===== src/rtl/pinaipple_array_pkg.sv =====
// Shared types and defaults for the memristor array sequencer slice.
package pinaipple_array_pkg;

    // Operation codes as driven on the chip instruction pins.
    typedef enum logic [1:0] {
        OP_INFER = 2'b00,
        OP_RDREG = 2'b01,
        OP_RDMEM = 2'b10,
        OP_PROG  = 2'b11
    } array_op_e;

    typedef enum logic [2:0] {
        IDLE,
        SETUP,
        PULSE,
        HOLD,
        SAMPLE,
        DONE
    } seq_state_e;

    localparam int unsigned ADDR_WIDTH_DEFAULT = 5;
    localparam int unsigned NUM_ARRAYS_DEFAULT = 4;

    // Largest of the four timing parameters; sizes the shared down-counter.
    function automatic int unsigned max_cyc(input int unsigned a, input int unsigned b,
                                            input int unsigned c, input int unsigned d);
        int unsigned m;
        m = a;
        if (b > m) m = b;
        if (c > m) m = c;
        if (d > m) m = d;
        return m;
    endfunction

endpackage


===== src/rtl/array_bit_sync.sv =====
// Two-flop synchronizer for the chip data return lines.
module array_bit_sync #(
    parameter int unsigned Width = 4
) (
    input  logic             i_clk,
    input  logic             i_rst,
    input  logic [Width-1:0] i_d,
    output logic [Width-1:0] o_q
);

    logic [Width-1:0] r_meta;
    logic [Width-1:0] r_sync;

    // Metastability stage followed by the stable output stage.
    always_ff @(posedge i_clk) begin
        if (i_rst) begin
            r_meta <= '0;
            r_sync <= '0;
        end else begin
            r_meta <= i_d;
            r_sync <= r_meta;
        end
    end

    assign o_q = r_sync;

endmodule


===== src/rtl/array_op_sequencer.sv =====
// Sequences one program / read / inference operation at a time onto the
// memristor array pins with programmable setup, pulse, hold and sample timing.
module array_op_sequencer
    import pinaipple_array_pkg::*;
#(
    parameter int unsigned AddrWidth = ADDR_WIDTH_DEFAULT,
    parameter int unsigned NumArrays = NUM_ARRAYS_DEFAULT,
    parameter int unsigned SetupCyc  = 2,
    parameter int unsigned PulseCyc  = 8,
    parameter int unsigned HoldCyc   = 2,
    parameter int unsigned SampleCyc = 4
) (
    input  logic                 clk_sys_in,
    input  logic                 rst_sys_in,
    input  logic                 req_valid_i,
    output logic                 req_ready_o,
    input  logic [1:0]           req_op_i,
    input  logic [AddrWidth-1:0] req_row_i,
    input  logic [AddrWidth-1:0] req_col_i,
    input  logic                 req_wdata_i,
    output logic                 rsp_valid_o,
    output logic [NumArrays-1:0] rsp_data_o,
    output logic                 busy_o,
    output logic [1:0]           instructions_o,
    output logic [AddrWidth-1:0] addr_row_o,
    output logic [AddrWidth-1:0] addr_col_o,
    output logic                 cbl_o,
    output logic                 cblen_o,
    output logic                 csl_o,
    output logic                 cwl_o,
    input  logic [NumArrays-1:0] bit_out_i
);

    localparam int unsigned MaxCyc = max_cyc(SetupCyc, PulseCyc, HoldCyc, SampleCyc);
    localparam int unsigned CntW   = $clog2(MaxCyc + 1);

    if (SetupCyc < 1 || PulseCyc < 1 || HoldCyc < 1 || SampleCyc < 2) begin : g_bad_params
        $error("array_op_sequencer: illegal timing parameters");
    end

    seq_state_e            r_state, w_state_n;
    logic [CntW-1:0]       r_cnt, w_cnt_n;
    array_op_e             r_op, w_op_n;
    logic [AddrWidth-1:0]  r_row, r_col, w_row_n, w_col_n;
    logic                  r_wdata, w_wdata_n;
    logic                  w_accept;
    logic                  r_cbl, r_cblen, r_csl, r_cwl;
    logic                  w_cbl_n, w_cblen_n, w_csl_n, w_cwl_n;
    logic                  r_rsp_valid, r_ready, r_busy;
    logic [NumArrays-1:0]  r_rsp_data;
    logic [NumArrays-1:0]  w_sync;

    array_bit_sync #(.Width(NumArrays)) u_sync (
        .i_clk (clk_sys_in),
        .i_rst (rst_sys_in),
        .i_d   (bit_out_i),
        .o_q   (w_sync)
    );

    // Next-state, counter reload and registered-output decode of the next state.
    always_comb begin
        w_state_n = r_state;
        w_cnt_n   = r_cnt - CntW'(1);
        w_accept  = 1'b0;
        w_cbl_n   = 1'b0;
        w_cblen_n = 1'b0;
        w_csl_n   = 1'b0;
        w_cwl_n   = 1'b0;

        case (r_state)
            IDLE: begin
                w_cnt_n = r_cnt;
                if (req_valid_i && r_ready) begin
                    w_accept  = 1'b1;
                    w_state_n = SETUP;
                    w_cnt_n   = CntW'(SetupCyc);
                end
            end
            SETUP: begin
                if (r_cnt == CntW'(1)) begin
                    w_state_n = PULSE;
                    w_cnt_n   = CntW'(PulseCyc);
                end
            end
            PULSE: begin
                if (r_cnt == CntW'(1)) begin
                    w_state_n = HOLD;
                    w_cnt_n   = CntW'(HoldCyc);
                end
            end
            HOLD: begin
                if (r_cnt == CntW'(1)) begin
                    if (r_op == OP_PROG) begin
                        w_state_n = DONE;
                        w_cnt_n   = CntW'(1);
                    end else begin
                        w_state_n = SAMPLE;
                        w_cnt_n   = CntW'(SampleCyc);
                    end
                end
            end
            SAMPLE: begin
                if (r_cnt == CntW'(1)) begin
                    w_state_n = DONE;
                    w_cnt_n   = CntW'(1);
                end
            end
            DONE: begin
                w_state_n = IDLE;
                w_cnt_n   = r_cnt;
            end
            default: begin
                w_state_n = IDLE;
                w_cnt_n   = '0;
            end
        endcase

        w_op_n    = w_accept ? array_op_e'(req_op_i) : r_op;
        w_row_n   = w_accept ? req_row_i   : r_row;
        w_col_n   = w_accept ? req_col_i   : r_col;
        w_wdata_n = w_accept ? req_wdata_i : r_wdata;

        // Strobes are decoded from the state being entered so that they come
        // straight out of flops and line up with the state they belong to.
        case (w_state_n)
            SETUP: w_cbl_n = (w_op_n == OP_PROG) && w_wdata_n;
            PULSE: begin
                case (w_op_n)
                    OP_PROG: begin
                        w_cwl_n   = 1'b1;
                        w_cblen_n = 1'b1;
                        w_cbl_n   = w_wdata_n;
                    end
                    OP_RDMEM: begin
                        w_csl_n   = 1'b1;
                        w_cblen_n = 1'b1;
                    end
                    OP_RDREG: w_csl_n = 1'b1;
                    default: begin
                        w_csl_n   = 1'b1;
                        w_cblen_n = 1'b1;
                    end
                endcase
            end
            SAMPLE: w_csl_n = 1'b1;
            default: ;
        endcase
    end

    // State, timing counter and latched request (which also drives the chip
    // instruction/address pins and holds them through IDLE).
    always_ff @(posedge clk_sys_in) begin
        if (rst_sys_in) begin
            r_state <= IDLE;
            r_cnt   <= '0;
            r_op    <= OP_INFER;
            r_row   <= '0;
            r_col   <= '0;
            r_wdata <= 1'b0;
        end else begin
            r_state <= w_state_n;
            r_cnt   <= w_cnt_n;
            r_op    <= w_op_n;
            r_row   <= w_row_n;
            r_col   <= w_col_n;
            r_wdata <= w_wdata_n;
        end
    end

    // Registered strobes and handshake/status flags.
    always_ff @(posedge clk_sys_in) begin
        if (rst_sys_in) begin
            r_cbl       <= 1'b0;
            r_cblen     <= 1'b0;
            r_csl       <= 1'b0;
            r_cwl       <= 1'b0;
            r_rsp_valid <= 1'b0;
            r_ready     <= 1'b1;
            r_busy      <= 1'b0;
        end else begin
            r_cbl       <= w_cbl_n;
            r_cblen     <= w_cblen_n;
            r_csl       <= w_csl_n;
            r_cwl       <= w_cwl_n;
            r_rsp_valid <= (w_state_n == DONE);
            r_ready     <= (w_state_n == IDLE);
            r_busy      <= (w_state_n != IDLE);
        end
    end

    // Response data: cleared on accept, loaded on the edge entering the last
    // SAMPLE cycle so it is stable through that cycle and the DONE pulse.
    always_ff @(posedge clk_sys_in) begin
        if (rst_sys_in) begin
            r_rsp_data <= '0;
        end else if (w_accept) begin
            r_rsp_data <= '0;
        end else if (r_state == SAMPLE && r_cnt == CntW'(2)) begin
            r_rsp_data <= w_sync;
        end
    end

    assign req_ready_o    = r_ready;
    assign busy_o         = r_busy;
    assign rsp_valid_o    = r_rsp_valid;
    assign rsp_data_o     = r_rsp_data;
    assign instructions_o = r_op;
    assign addr_row_o     = r_row;
    assign addr_col_o     = r_col;
    assign cbl_o          = r_cbl;
    assign cblen_o        = r_cblen;
    assign csl_o          = r_csl;
    assign cwl_o          = r_cwl;

endmodule


===== config.mk =====
export PLATFORM = sky130hd
export DESIGN_NAME = array_op_sequencer
export DESIGN_NICKNAME = d
export VERILOG_FILES = /design/src/rtl/pinaipple_array_pkg.sv /design/src/rtl/array_bit_sync.sv /design/src/rtl/array_op_sequencer.sv
export SDC_FILE = /design/constraint.sdc
export NUM_CORES = 1
export LEC_CHECK = 0
export CAP_MARGIN = 15
export CORE_MARGIN = 2
export CORE_UTILIZATION = 43
export DETAILED_ROUTE_END_ITERATION = 7
export HOLD_SLACK_MARGIN = 0.15
export PLACE_DENSITY = 0.83
export SLEW_MARGIN = 20
export SYNTH_ARGS = -nofsm -noshare
export SYNTH_HDL_FRONTEND = slang
export SYNTH_SLANG_ARGS = --single-unit
export TNS_END_PERCENT = 100

===== constraint.sdc =====
create_clock -name clk_sys_in -period 1.7 [get_ports clk_sys_in]
set_input_delay 0.34 -clock clk_sys_in [delete_from_list [all_inputs] [get_ports clk_sys_in]]
set_output_delay 0.34 -clock clk_sys_in [all_outputs]
set_load 0.05 [all_outputs]

# Yosys cells after proc, flatten, opt, wreduce, memory -nomap -nowiden
# Cells that the tools add are included.
[classes] add_sub_neg=1 multipliers=0 div_mod_pow=0 magnitude_cmp=0 eq_ne=15 shifts=0 muxes=24 bitwise_logic=2 n_reduce_logical=9
[op_table] cell="$pmux 4 s6" count=1
[op_table] cell="$mux 4" count=5
[op_table] cell="$mux 3" count=6
[op_table] cell="$pmux 3 s5" count=1
[op_table] cell="$eq 3x3->1 const B" count=4
[op_table] cell="$eq 3x2->1 const B" count=3
[op_table] cell="$mux 1" count=8
[op_table] cell="$eq 3x1->1 const B" count=2
[op_table] cell="$logic_not 3->1" count=2
[op_table] cell="$eq 2x2->1 const B" count=2
[op_table] cell="$eq 4x1->1 const B" count=1
[op_table] cell="$eq 4x2->1 const B" count=1
[op_table] cell="$pmux 1 s2" count=2
[op_table] cell="$reduce_or 2->1" count=2
[op_table] cell="$sub 4x1->4 const B" count=1
[op_table] cell="$logic_and 1x1->1" count=3
[op_table] cell="$reduce_bool 3->1" count=1
[op_table] cell="$eq 2x1->1 const B" count=1
[op_table] cell="$mux 2" count=1
[op_table] cell="$ne 2x2->1 const B" count=1
[op_table] cell="$not 1->1" count=2
[op_table] cell="$reduce_and 2->1" count=1
[totals] regBits=39 latchBits=0 ram_bits=0 mem_bits_ro=0 input_bits=20 output_inout_bits=23 wordCells=67 n_memories=0

# Depth between registers and ports, before layout
# Gate-level depths: netlist (run 1).
[logic_depth] ltp_word=7 mapped_depth=6 mapped_depth_nobuf=6

# Cells and area by module
# From an unflattened synthesis (run 1), not the netlist that was laid out.
[unflattened] cells_unflattened=187 hier_area_um2=1630.3
[modules_own_cells] module="array_op_sequencer" n_inst=1 cells_per_inst=171 area_each_um2=1420.1 seq_area_each_um2=620.6
[modules_own_cells] module="array_bit_sync" n_inst=1 cells_per_inst=16 area_each_um2=210.2 seq_area_each_um2=160.2

# Least setup slack after synthesis (run 1)
# Ideal clock, no wire load.
[synth_path] kind="reg2reg" startpoint="register r_cnt[0]" endpoint="register r_cblen (netlist: cblen_o)" setup_ps=117 t_arrival_ps=1540 required_time_ps=1583 path_slack_ps=43 stages_incl_launch_ff=6 path_buffers=0 period_less_slack_ps=1657 cell_sequence="dfxtp_1 ha_1 or3b_4 o21a_1 o211a_1 and4b_1"
[synth_between] elab_chain_cells=6 elab_cells_between_ends=9 cone_classes="2 x eq/ne; 5 x mux; 1 x bitwise; 1 x reduce/logical"
[synth_rtl] item="start, declared" line="array_op_sequencer.sv:42" rtl="logic [CntW-1:0] r_cnt, w_cnt_n;"
[synth_rtl] item="start signal, assigned" line="array_op_sequencer.sv:162" rtl="r_cnt <= w_cnt_n;"
[synth_rtl] item="$eq 4x1->1 (*)"
[synth_rtl] item="$mux 3 (on tied branches)"
[synth_rtl] item="$pmux 3 s5 (*)" line="array_op_sequencer.sv:70" rtl="case (r_state)"
[synth_rtl] item="$eq 3x2->1 (*)" line="array_op_sequencer.sv:125" rtl="case (w_state_n)"
[synth_rtl] item="$not 1->1 (no source line) (*)"
[synth_rtl] item="$reduce_or 2->1 (no source line) (*)"
[synth_rtl] item="end signal, assigned" line="array_op_sequencer.sv:182" rtl="r_cblen <= w_cblen_n;"
[synth_rtl] item="end, declared" line="array_op_sequencer.sv:47" rtl="logic r_cbl, r_cblen, r_csl, r_cwl;"
# Mark *: on every way between the ends. The rest lies on a longest branch, timed or not.
# A chain may end at the register's enable or synchronous reset.

# Worst setup path in the final report (run 1)
[layout_path] startpoint="register r_cnt[1]" endpoint="register r_cblen (netlist: cblen_o)"
# The elaborated chain is that of the path after synthesis.

==> out/qor.log, run 1 <==
qor: outcome.status finished clean
qor: floorplan.design.portCount 43
qor: clocking.cts.htree.levels 2
qor: worst_hold_path.hold_class flop to flop
qor: logic_synthesis.yosys_most_used_dff sky130_fd_sc_hd__dfxtp_1
qor: logic_synthesis.synth_async_sr_flop_share 0%
qor: layout.finalNonFillerCells 294
qor: floorplan.die-height 65.69 µm
qor: detailed_routing.drc_errors 0
qor: worst_setup_path.timing.critical_path.cells inv_2 > ha_4 > or3b_4 > o21a_1 > o211a_1 > and4b_1
qor: worst_setup_path.timing.reg2reg.worst_path_depth 6
qor: timing.timing.final.setup_violations 0
qor: worst_setup_path.regToRegEndpoint cblen_o
qor: timing.timing.slew.headroom 75.65%
qor: grt.largest_net_degree_at_the_start_of_global_routing 20
qor: layout.fraction_of_layout_cells_with_a_size_suffix_above_1 25.20%
qor: detailed_routing.wl_per_cell 12.76 µm
qor: placement.place.port_buffers 42
qor: floorplan.dieArea 0.004315 mm²
qor: floorplan.initial_utilization 44.70%
qor: worst_setup_path.r2r_slack 0.06 ns
qor: timing.final.hold.worst_slack 0.4409 ns
qor: power_and_ir_drop.total_power_density_per_cell_area 933.8 mW/mm²
qor: detailed_routing.postRouteWirelength 3750 µm
qor: clocking.tritoncts done
qor: placement.place_congestion 0.8385
qor: logic_synthesis.synth_cell_types 39
qor: clocking.cts_max_path_buffers 2
qor: clocking.clk_pin_slew_worst_setup_hold_paths 0.08 ns
qor: logic_synthesis.syn-num-nets 208
qor: timing.period_share 96.70%
qor: worst_setup_path.setup.worst_path.end_class flop
qor: clocking.cts-hold-fix-buffers 0
qor: clocking.worst_skew_pair.late_latency 0.28 ns
qor: floorplan.count_of_standard_cell_rows 22
qor: detailed_routing.first_pass_iters 4
qor: worst_hold_path.timing.hold.worst.start u_sync.r_meta[1]
qor: detailed_routing.dr.first_iter.drc_count 120
qor: worst_hold_path.min_delay_path_depth 1
qor: worst_setup_path.worst_path_maximum_fanout 5
qor: timing.timing.final.max_slew_violations 0
qor: timing.max_clock_freq 608.3 MHz
qor: floorplan.floorplan.die.width 65.69 µm
qor: layout.diodes 0
qor: timing.period_minus_slack 1.644 ns
qor: logic_synthesis.post_synth_inst_count 185
qor: worst_setup_path.critical_path.reg2reg.startpoint r_cnt[1]
qor: detailed_routing.vias 1,508
qor: placement.dpl.hpwl 2808 µm
qor: timing.fin_skew 0.004862 ns
qor: detailed_routing.route.antenna.remaining_nets 0
qor: grt.grt_pass1_wl 6003 µm
qor: clocking.cts_root_buffer sky130_fd_sc_hd__clkbuf_8
qor: grt.gr-usage-all-layers 18.20%
qor: power_and_ir_drop.power 0.002131 W
qor: power_and_ir_drop.peakVddDrop 0.7542 mV
qor: timing.finalHoldViolations 0
qor: power_and_ir_drop.p_leak 0.9851 nW
qor: placement.placedCellCount 285
qor: layout.finalNetCount 268
qor: worst_setup_path.crit_path_max_incr_delay 0.37 ns
qor: layout.flow.area_growth_from_synthesis 39.45%
qor: grt.grt_pass1_vias 1,345
qor: logic_synthesis.syn-cell-area 0.001637 mm²
qor: clocking.numCtsBuffers 5
qor: timing.timing.setup.tns 0 ns
qor: worst_setup_path.crit_slowest_cell sky130_fd_sc_hd__or3b_4
qor: timing.worst_slew_pin_slew 0.3647 ns
qor: logic_synthesis.synthesis.yosys.warnings 0
qor: worst_setup_path.critical_path.startpoint_type flop
qor: worst_setup_path.worst_ep_arrival_time 1.83 ns
qor: layout.final.fill_count 323
qor: worst_setup_path.timing.setup.critical_path_class flop to flop
qor: layout.post-route-util 62.34%
qor: detailed_routing.avgViaCountPerCell 5.129
qor: logic_synthesis.synth-edff-count 0
qor: worst_setup_path.worstPathRequired 1.88 ns
qor: worst_hold_path.hold_end u_sync.o_q[1]
qor: logic_synthesis.ys_seq_area_share 47.71%
qor: floorplan.core_area 0.003661 mm²
qor: grt.antenna_found_initial 0
qor: grt.globalRouteOverflowTotal 0
qor: logic_synthesis.ys_ff_latch 39
qor: logic_synthesis.syn_area_per_cell 8.846 µm²
qor: flow_run.timing.max_cap.violations 0
qor: clocking.cts.sinks 39
cells by family after synthesis:
logic type | Yosys count | share of synthesized area (%)
compound gates | 44 | 17.28
fa+ha+maj | 3 | 2.294
buf+inv | 16 | 4.052
flops | 39 | 47.71
mux | 5 | 3.058
simple gates | 78 | 25.61
metrics by stage:
stage / instance area, µm² / setup slack (ns)
3_5_place_dp: 2162 / -0.05615
4_1_cts: 2250 / 0.01791
5_1_grt: 2282 / -0.001485
3_3_place_gp: 2162 / -0.03317
6_report: 2282 / 0.05615
2_1_floorplan: 1637 / 0.04325
worst max-delay path by stage:
stage / from / end / slack [ns] / cells past startpoint
floorplan: r_cnt[0] / cblen_o / 0.04 / 5
global placement: req_valid_i / cblen_o / -0.03 / 5
detailed placement: req_valid_i / cblen_o / -0.06 / 5
CTS: r_cnt[1] / cblen_o / 0.02 / 6
global route: r_cnt[1] / cblen_o / -0.001 / 6
finish: r_cnt[1] / cblen_o / 0.06 / 6
synth_stat cells (3+ instances only):
cell | instances | share of area, %
sky130_fd_sc_hd__mux2i_1 | 5 | 3.1
sky130_fd_sc_hd__inv_1 | 7 | 1.6
sky130_fd_sc_hd__o21a_1 | 3 | 1.4
sky130_fd_sc_hd__ha_1 | 3 | 2.3
sky130_fd_sc_hd__o211a_1 | 3 | 1.8
sky130_fd_sc_hd__nor3_1 | 8 | 2.4
sky130_fd_sc_hd__nor2b_1 | 8 | 3.1
sky130_fd_sc_hd__clkbuf_1 | 6 | 1.4
sky130_fd_sc_hd__nand2_1 | 34 | 7.8
sky130_fd_sc_hd__dfxtp_1 | 39 | 48
sky130_fd_sc_hd__a22oi_1 | 3 | 1.4
sky130_fd_sc_hd__nor3b_1 | 5 | 2.3
sky130_fd_sc_hd__nand3_1 | 3 | 0.92
sky130_fd_sc_hd__nor2_1 | 6 | 1.4
sky130_fd_sc_hd__a21oi_1 | 21 | 6.4
final cells by class:
class / count / area (µm²) / share of cell area (%)
clock inverters: 2 / 12.51 / 0.5482
repair buffers: 62 / 516.7 / 22.64
clock buffers: 6 / 72.57 / 3.180
inverters: 7 / 26.28 / 1.151
multi-input cells: 130 / 809.5 / 35.47
flip-flops and latches: 39 / 784.5 / 34.37
well taps: 48 / 60.06 / 2.632
flip-flops by register name, summed over array words and instances, names as in the netlist, 2 cells and up:
signal	count
r_cnt	4
r_state	3
u_sync.r_meta	4
addr_col_o	5
u_sync.o_q	4
addr_row_o	5
rsp_data_o	4
instructions_o	2
repair_timing:
| item | CTS | global route |
|---|---|---|
| buffers inserted | 0 | 1 |
| gates resized for setup | 2 | 7 |
| pin swaps | 1 | 3 |
| setup endpoints to repair | 1 | 8 |
layer usage:
| layer | share of wire (%) | vias to the layer above | wire length [µm] | global-route usage (%) |
|---|---|---|---|---|
| met5 | 0 | - | 0 | 0 |
| met4 | 1.3 | 0 | 47 | 7.031 |
| met3 | 6.1 | 6 | 230 | 5.651 |
| met2 | 49 | 51 | 1825 | 29.04 |
| met1 | 44 | 691 | 1646 | 22.84 |
| li1 | - | 760 | - | - |
worst max-delay path, delay by kind of cell, from the launching register on:
| kind | cells | cell delay, ns |
|---|---|---|
| AOI/OAI and AO/OA | 2 | 0.47 |
| adders and majority gates | 1 | 0.13 |
| buffers and inverters | 1 | 0.07 |
| DFF | 1 | 0.33 |
| and+or+nand+nor | 2 | 0.56 |
report_power, final:
part / internal [W] / switching, W
registers: 0.000971 / 0.0000463
logic: 0.000229 / 0.000288
clock network: 0.000286 / 0.000310
cells in the final DEF (no fill, tap or decap), types with 3 or more instances in the layout:
master / count
sky130_fd_sc_hd__buf_4: 42
sky130_fd_sc_hd__dfxtp_1: 36
sky130_fd_sc_hd__nand2_1: 34
sky130_fd_sc_hd__a21oi_1: 21
sky130_fd_sc_hd__clkdlybuf4s50_1: 19
sky130_fd_sc_hd__nor2b_1: 8
sky130_fd_sc_hd__nor3_1: 7
sky130_fd_sc_hd__inv_1: 6
sky130_fd_sc_hd__nor2_1: 6
sky130_fd_sc_hd__nor3b_1: 5
sky130_fd_sc_hd__mux2i_1: 5
sky130_fd_sc_hd__clkbuf_8: 5
sky130_fd_sc_hd__nand3_1: 3
sky130_fd_sc_hd__o21a_1: 3
sky130_fd_sc_hd__a22oi_1: 3
sky130_fd_sc_hd__o211a_1: 3
sky130_fd_sc_hd__dfxtp_2: 3
No activity file was read; power rests on OpenSTA's default activity.
==> inputs of run 2 (changes only) <==
--- a/config.mk
+++ b/config.mk
@@ -5,6 +5,7 @@
 export SDC_FILE = /design/constraint.sdc
 export NUM_CORES = 1
 export LEC_CHECK = 0
+export ABC_AREA = 1
 export CAP_MARGIN = 15
 export CORE_MARGIN = 2
 export CORE_UTILIZATION = 43
==> run 2 against run 1 <==
  * Cell area decreased by 5.0%
  * Die area increased by 1.7%
  * Via count decreased by 2.0%
  * Setup slack improved by 0.15 ns
  * Wire length decreased by 12%
  * Critical path type unchanged
  * Largest cell class is now registers
==> out/qor.log, run 2 <==
qor: logic_synthesis.syn_area_per_cell 7.407 µm²
qor: layout.finish.instance_area 0.002167 mm²
qor: floorplan.die-height 66.26 µm
qor: clocking.clk_pin_slew_worst_setup_hold_paths 0.07 ns
qor: worst_setup_path.crit_path_max_incr_delay 0.35 ns
qor: placement.place_congestion 0.8483
qor: layout.diodes 0
qor: layout.finalNonFillerCells 319
qor: clocking.cts_max_path_buffers 2
qor: detailed_routing.met3_wirelength 165 µm
qor: logic_synthesis.synth_async_sr_flop_share 0%
qor: worst_setup_path.r2r_slack 0.21 ns
qor: layout.layout_commonest_cell sky130_fd_sc_hd__nand2_1
qor: timing.max_clock_freq 669.5 MHz
qor: grt.antenna_found_initial 0
qor: power_and_ir_drop.power 0.002172 W
qor: floorplan.count_of_standard_cell_rows 22
qor: worst_setup_path.critPathTopFamily simple AND/OR/NAND/NOR gates
qor: timing.fin_skew 0.004501 ns
qor: placement.preCtsSetupSlack 0.01137 ns
qor: placement.dpl.hpwl 2475 µm
qor: layout.area.sequential 780.7 µm²
qor: grt.grt_pass1_wl 5616 µm
qor: floorplan.floorplan.die.width 66.26 µm
qor: power_and_ir_drop.p_leak 1.026 nW
qor: logic_synthesis.synthesis.yosys.warnings 0
qor: logic_synthesis.netlist.top_cell.by_area sky130_fd_sc_hd__dfxtp_1
qor: clocking.cts-hold-fix-buffers 0
qor: logic_synthesis.most_common_library_cells_after_synthesis sky130_fd_sc_hd__nand2_1 (58), sky130_fd_sc_hd__dfxtp_1 (39), sky130_fd_sc_hd__inv_1 (28), sky130_fd_sc_hd__nor2_1 (28), sky130_fd_sc_hd__a21oi_1 (14)
qor: worst_hold_path.hold_class flop to flop
qor: clocking.tritoncts done
qor: outcome.status finished clean
qor: layout.area_of_the_multi_input_gates 737.0 µm²
qor: clocking.cts.htree.levels 2
qor: timing.period_minus_slack 1.494 ns
qor: logic_synthesis.synth_cell_types 25
qor: timing.timing.final.max_slew_violations 0
qor: grt.globalRouteOverflowTotal 0
qor: power_and_ir_drop.total_power_density_per_cell_area 1002 mW/mm²
qor: floorplan.core_area 0.003689 mm²
qor: placement.placedCellCount 313
qor: logic_synthesis.yosys_most_used_dff sky130_fd_sc_hd__dfxtp_1
qor: timing.worst_slew_pin_slew 0.3207 ns
qor: clocking.worst_skew_pair.late_latency 0.29 ns
qor: logic_synthesis.proportion_of_netlist_area_held_by_the_largest_area_contributor 46.85%
qor: logic_synthesis.synth-edff-count 0
qor: floorplan.design.portCount 43
qor: grt.gr-usage-all-layers 16.90%
qor: timing.timing.slew.headroom 78.59%
qor: worst_setup_path.timing.critical_path.cells inv_1 > ha_1 > nand2_2 > nand2_1 > a21oi_4 > nand3_2 > nor2_1
qor: timing.fin_ws 0.2064 ns
qor: timing.timing.final.setup_violations 0
qor: detailed_routing.wl_per_cell 10.31 µm
qor: detailed_routing.postRouteWirelength 3289 µm
qor: clocking.cts.sinks 39
qor: worst_setup_path.worst_ep_arrival_time 1.72 ns
qor: layout.flow.area_growth_from_synthesis 30.03%
qor: logic_synthesis.syn-cell-area 0.001667 mm²
qor: detailed_routing.wirelength_met1 1493 µm
qor: detailed_routing.dr.first_iter.drc_count 40
qor: logic_synthesis.syn-num-nets 248
qor: detailed_routing.avgViaCountPerCell 4.633
qor: clocking.cts.repair.resized 0
qor: timing.period_share 87.86%
qor: logic_synthesis.post_synth_inst_count 225
qor: worst_setup_path.worstPathRequired 1.93 ns
qor: logic_synthesis.post-synth-top-count-cell sky130_fd_sc_hd__nand2_1
qor: worst_setup_path.setup.worst_path.end_class flop
qor: logic_synthesis.synth_area_leaders sky130_fd_sc_hd__dfxtp_1 (47%), sky130_fd_sc_hd__nand2_1 (13%), sky130_fd_sc_hd__inv_1 (6.3%), sky130_fd_sc_hd__nor2_1 (6.3%), sky130_fd_sc_hd__a21oi_1 (4.2%)
qor: timing.finalHoldViolations 0
qor: detailed_routing.first_pass_iters 4
qor: floorplan.initial_utilization 45.18%
qor: worst_setup_path.crit_slowest_cell sky130_fd_sc_hd__dfxtp_1
qor: layout.finalNetCount 295
qor: clocking.numCtsBuffers 5
qor: clocking.post-cts-setup-buffer-count 0
qor: detailed_routing.drc_errors 0
qor: placement.placed_area 0.002091 mm²
qor: logic_synthesis.ys_ff_latch 39
qor: floorplan.dieArea 0.004390 mm²
qor: worst_setup_path.timing.setup.critical_path_class flop to flop
qor: layout.fraction_of_layout_cells_with_a_size_suffix_above_1 21.40%
qor: detailed_routing.dr.max_layer_used met4
qor: flow_run.timing.max_cap.violations 0
qor: worst_setup_path.critical_path.startpoint_type flop
qor: layout.final.fill_count 339
qor: timing.timing.setup.tns 0 ns
qor: detailed_routing.wl_met2 1584 µm
qor: detailed_routing.route.antenna.remaining_nets 0
qor: layout.layout_common_cells sky130_fd_sc_hd__nand2_1 (58), sky130_fd_sc_hd__dfxtp_1 (39), sky130_fd_sc_hd__inv_1 (28), sky130_fd_sc_hd__nor2_1 (28), sky130_fd_sc_hd__buf_4 (26)
qor: power_and_ir_drop.peakVddDrop 0.7288 mV
qor: grt.grt_pass1_vias 1,388
qor: worst_setup_path.worst_path_maximum_fanout 10
qor: clocking.cts_root_buffer sky130_fd_sc_hd__clkbuf_8
qor: worst_setup_path.critical_path.n_buffers_inverters 1
qor: detailed_routing.vias 1,478
qor: placement.place.port_buffers 42
qor: grt.largest_net_degree_at_the_start_of_global_routing 25
qor: logic_synthesis.ys_seq_area_share 46.85%
qor: timing.rsz0062_at_grt no
run 2: worst paths after layout:
check | endpoint | cells past startpoint | from
setup reg to reg | cblen_o | 7 | r_cnt[1]
setup / recovery | cblen_o | 7 | r_cnt[1]
hold reg to reg | u_sync.o_q[1] | 2 | u_sync.r_meta[1]
hold / removal | u_sync.o_q[1] | 2 | u_sync.r_meta[1]
run 2: kinds of logic after synthesis:
kind of cell,synth area share (%)
simple gates,31.83
buf+inv,8.934
flops,46.85
compound gates,9.610
fa+ha+maj,2.252
xor+xnor,0.5256
run 2: worst register-to-register path: cells and delay by family, from the launching register on:
family	cells	cell delay, ns
simple gates	4	0.55
flops	1	0.35
fa+ha+maj	1	0.24
compound gates	1	0.21
buf+inv	1	0.09
run 2: cell type report:
class                   count  share of cell area (%)
inverters                  34                   5.889
clock buffers               5                   3.176
well taps                  48                   2.771
multi-input cells         147                   34.01
clock inverters             1                  0.3464
flip-flops and latches     39                   36.03
repair buffers             45                   17.78
run 2: where the power goes:
group	internal, W	switching (W)	total, W	leakage, nW
clock network	0.000272	0.000301	0.000573	0.0361
registers	0.000979	0.0000491	0.00103	0.319
logic	0.000205	0.000367	0.000572	0.671
run 2: stage by stage:
stage	util, %	hold WS [ns]
floorplan	-	0.3883
global placement	56.68	0.3894
detailed placement	56.68	0.3961
CTS	58.75	0.4057
global route	58.75	0.4169
finish	58.75	0.4005
run 2: per-layer routing:
| layer | vias to the layer above | GRT usage (%) |
|---|---|---|
| met5 | - | 0 |
| li1 | 785 | - |
| met2 | 30 | 28.13 |
| met4 | 0 | 8.673 |
| met3 | 6 | 5.963 |
| met1 | 657 | 18.88 |
==> inputs of run 3 (changes only) <==
--- a/config.mk
+++ b/config.mk
@@ -8,10 +8,11 @@
 export ABC_AREA = 1
 export CAP_MARGIN = 15
 export CORE_MARGIN = 2
-export CORE_UTILIZATION = 43
+export CORE_UTILIZATION = 50
 export DETAILED_ROUTE_END_ITERATION = 7
+export DONT_BUFFER_PORTS = 1
 export HOLD_SLACK_MARGIN = 0.15
-export PLACE_DENSITY = 0.83
+export PLACE_DENSITY = 0.76
 export SLEW_MARGIN = 20
 export SYNTH_ARGS = -nofsm -noshare
 export SYNTH_HDL_FRONTEND = slang
==> run 3 against run 2 <==
  * Clock power up 18%
  * Via count down 6.8%
  * Largest power group unchanged
  * Sequential power up 8%
  * Maximum frequency up 0.82%
==> out/qor.log, run 3 (same netlist as run 2, synthesis figures left out) <==
qor: detailed_routing.wl_met2 1585 µm
qor: grt.grt_pass1_vias 1,278
qor: detailed_routing.met3_wirelength 239 µm
qor: floorplan.die-height 61.74 µm
qor: power_and_ir_drop.total_power_density_per_cell_area 1120 mW/mm²
qor: timing.worst_slew_pin_slew 0.8700 ns
qor: layout.flow.area_growth_from_synthesis 18.69%
qor: clocking.clk_pin_slew_worst_setup_hold_paths 0.12 ns
qor: timing.fin_skew 0.003045 ns
qor: worst_setup_path.critPathTopFamily simple AND/OR/NAND/NOR gates
qor: detailed_routing.wl_per_cell 11.51 µm
qor: floorplan.floorplan.die.width 61.74 µm
qor: worst_setup_path.crit_path_frequent_cell sky130_fd_sc_hd__nand2_1
qor: detailed_routing.wirelength_met1 1481 µm
qor: layout.post-route-util 63.75%
qor: worst_setup_path.cp-startpoint r_cnt[1]
qor: timing.finalHoldViolations 0
qor: timing.timing.final.setup_violations 0
qor: placement.dpl.hpwl 2219 µm
qor: worst_hold_path.hold_class input port to flop
qor: worst_setup_path.critical_path.n_buffers_inverters 1
qor: detailed_routing.first_pass_iters 4
qor: clocking.cts.htree.levels 2
qor: timing.max_clock_freq 675.0 MHz
qor: detailed_routing.drc_errors 0
qor: layout.finalNetCount 270
qor: flow_run.timing.max_cap.violations 0
qor: detailed_routing.vias 1,377
qor: timing.fin_ws 0.2186 ns
qor: clocking.cts_max_path_buffers 2
qor: clocking.numCtsBuffers 5
qor: clocking.cts-hold-fix-buffers 15
qor: worst_setup_path.worst_path_maximum_fanout 10
qor: timing.rsz0062_at_grt no
qor: timing.timing.final.max_slew_violations 0
qor: power_and_ir_drop.power 0.002216 W
qor: grt.gr-usage-all-layers 19.80%
qor: power_and_ir_drop.p_leak 0.9152 nW
qor: placement.preCtsSetupSlack 0.2696 ns
qor: grt.globalRouteOverflowTotal 0
qor: detailed_routing.postRouteWirelength 3360 µm
qor: worst_hold_path.timing.hold.worst.start req_op_i[1]
qor: placement.place_congestion 0.8899
qor: power_and_ir_drop.peakVddDrop 0.7602 mV
qor: worst_setup_path.critical_path.startpoint_type flop
qor: worst_setup_path.crit_slowest_cell sky130_fd_sc_hd__dfxtp_1
qor: timing.final.hold.worst_slack 0.2122 ns
qor: clocking.cts_root_buffer sky130_fd_sc_hd__clkbuf_4
qor: worst_setup_path.setup.worst_path.end_class flop
qor: clocking.cts.sinks 39
qor: worst_setup_path.crit_path_max_incr_delay 0.37 ns
qor: worst_setup_path.worstPathRequired 2.01 ns
qor: timing.timing.slew.headroom 41.81%
qor: clocking.tritoncts done
qor: floorplan.design.portCount 43
qor: layout.fraction_of_layout_cells_with_a_size_suffix_above_1 15.73%
qor: layout.layout_common_cells sky130_fd_sc_hd__nand2_1 (58), sky130_fd_sc_hd__dfxtp_1 (39), sky130_fd_sc_hd__inv_1 (28), sky130_fd_sc_hd__nor2_1 (28), sky130_fd_sc_hd__dlygate4sd3_1 (15)
qor: timing.period_share 87.14%
qor: layout.layout_commonest_cell sky130_fd_sc_hd__nand2_1
qor: detailed_routing.route.antenna.remaining_nets 0
qor: timing.timing.setup.tns 0 ns
qor: grt.antenna_found_initial 0
qor: floorplan.count_of_standard_cell_rows 20
qor: outcome.status finished clean
qor: clocking.post-cts-setup-buffer-count 0
qor: clocking.cts.repair.resized 0
qor: layout.final.fill_count 283
qor: worst_setup_path.timing.setup.critical_path_class flop to flop
qor: floorplan.core_area 0.003103 mm²
qor: grt.largest_net_degree_at_the_start_of_global_routing 25
qor: timing.period_minus_slack 1.481 ns
qor: floorplan.dieArea 0.003811 mm²
qor: worst_setup_path.timing.critical_path.cells inv_1 > ha_1 > nand2_2 > nand2_1 > a21oi_4 > nand4_1 > nand2_1
qor: detailed_routing.dr.max_layer_used met4
qor: detailed_routing.dr.first_iter.drc_count 34
qor: floorplan.initial_utilization 53.71%
qor: placement.place.port_buffers 0
qor: layout.diodes 0
qor: worst_setup_path.critical_path.reg2reg.startpoint r_cnt[1]
qor: worst_setup_path.worst_ep_arrival_time 1.79 ns
qor: grt.grt_pass1_wl 5492 µm
qor: clocking.worst_skew_pair.late_latency 0.36 ns
qor: detailed_routing.avgViaCountPerCell 4.716
==> run 3: cell count changes in the layout (fill, tap and decap cells not counted), sizes merged <==
cell | before | now
buf | 26 | 5
clkdlybuf4s50 | 19 | 0
dlygate4sd3 | 0 | 15
clkbuf | 5 | 6
inv | 33 | 34
clkinvlp | 1 | 0
bufinv | 0 | 1
==> run 3: cell type report <==
type | count | area (µm²) | area share, %
tap | 44 | 55.05 | 2.783
sequential | 39 | 780.7 | 39.47
inverter | 34 | 127.6 | 6.452
timing repair buffer | 20 | 187.7 | 9.488
clock inverter | 2 | 38.79 | 1.961
multi-input combinational | 147 | 737.0 | 37.25
clock buffer | 6 | 51.30 | 2.593
==> run 3: power by group <==
part	leakage (nW)	total [W]	internal [W]	switching, W
registers	0.319	0.00111	0.000978	0.000134
clock network	0.0489	0.000674	0.000355	0.000319
logic	0.547	0.000429	0.000160	0.000270
total	0.915	0.00222	0.00149	0.000723
==> run 3: worst paths after layout <==
path,endpoint,slack [ns],cells past startpoint
min,instructions_o[1],0.21,4
min reg2reg,u_sync.o_q[1],0.41,2
max reg2reg,csl_o,0.22,7
max,csl_o,0.22,7
==> run 3: per-layer routing <==
metal  up-vias  track usage [%]
met1       598            25.29
met5         -                0
met3         7            7.867
li1        736                -
met4         0            6.383
met2        36            30.83
==> run 3: per-stage QoR <==
| step | cell area (µm²) | instances |
|---|---|---|
| 6_report | 1978 | 292 |
| 3_5_place_dp | 1738 | 269 |
| 2_1_floorplan | 1667 | 225 |
| 4_1_cts | 1978 | 292 |
| 3_3_place_gp | 1738 | 269 |
| 5_1_grt | 1978 | 292 |
==> run 3: tightest hold or removal path: stages <==
cell	delay, ns
sky130_fd_sc_hd__nand2_1	0.06
sky130_fd_sc_hd__nand2_2	0.06
sky130_fd_sc_hd__inv_1	0.05
sky130_fd_sc_hd__nor2_1	0.03
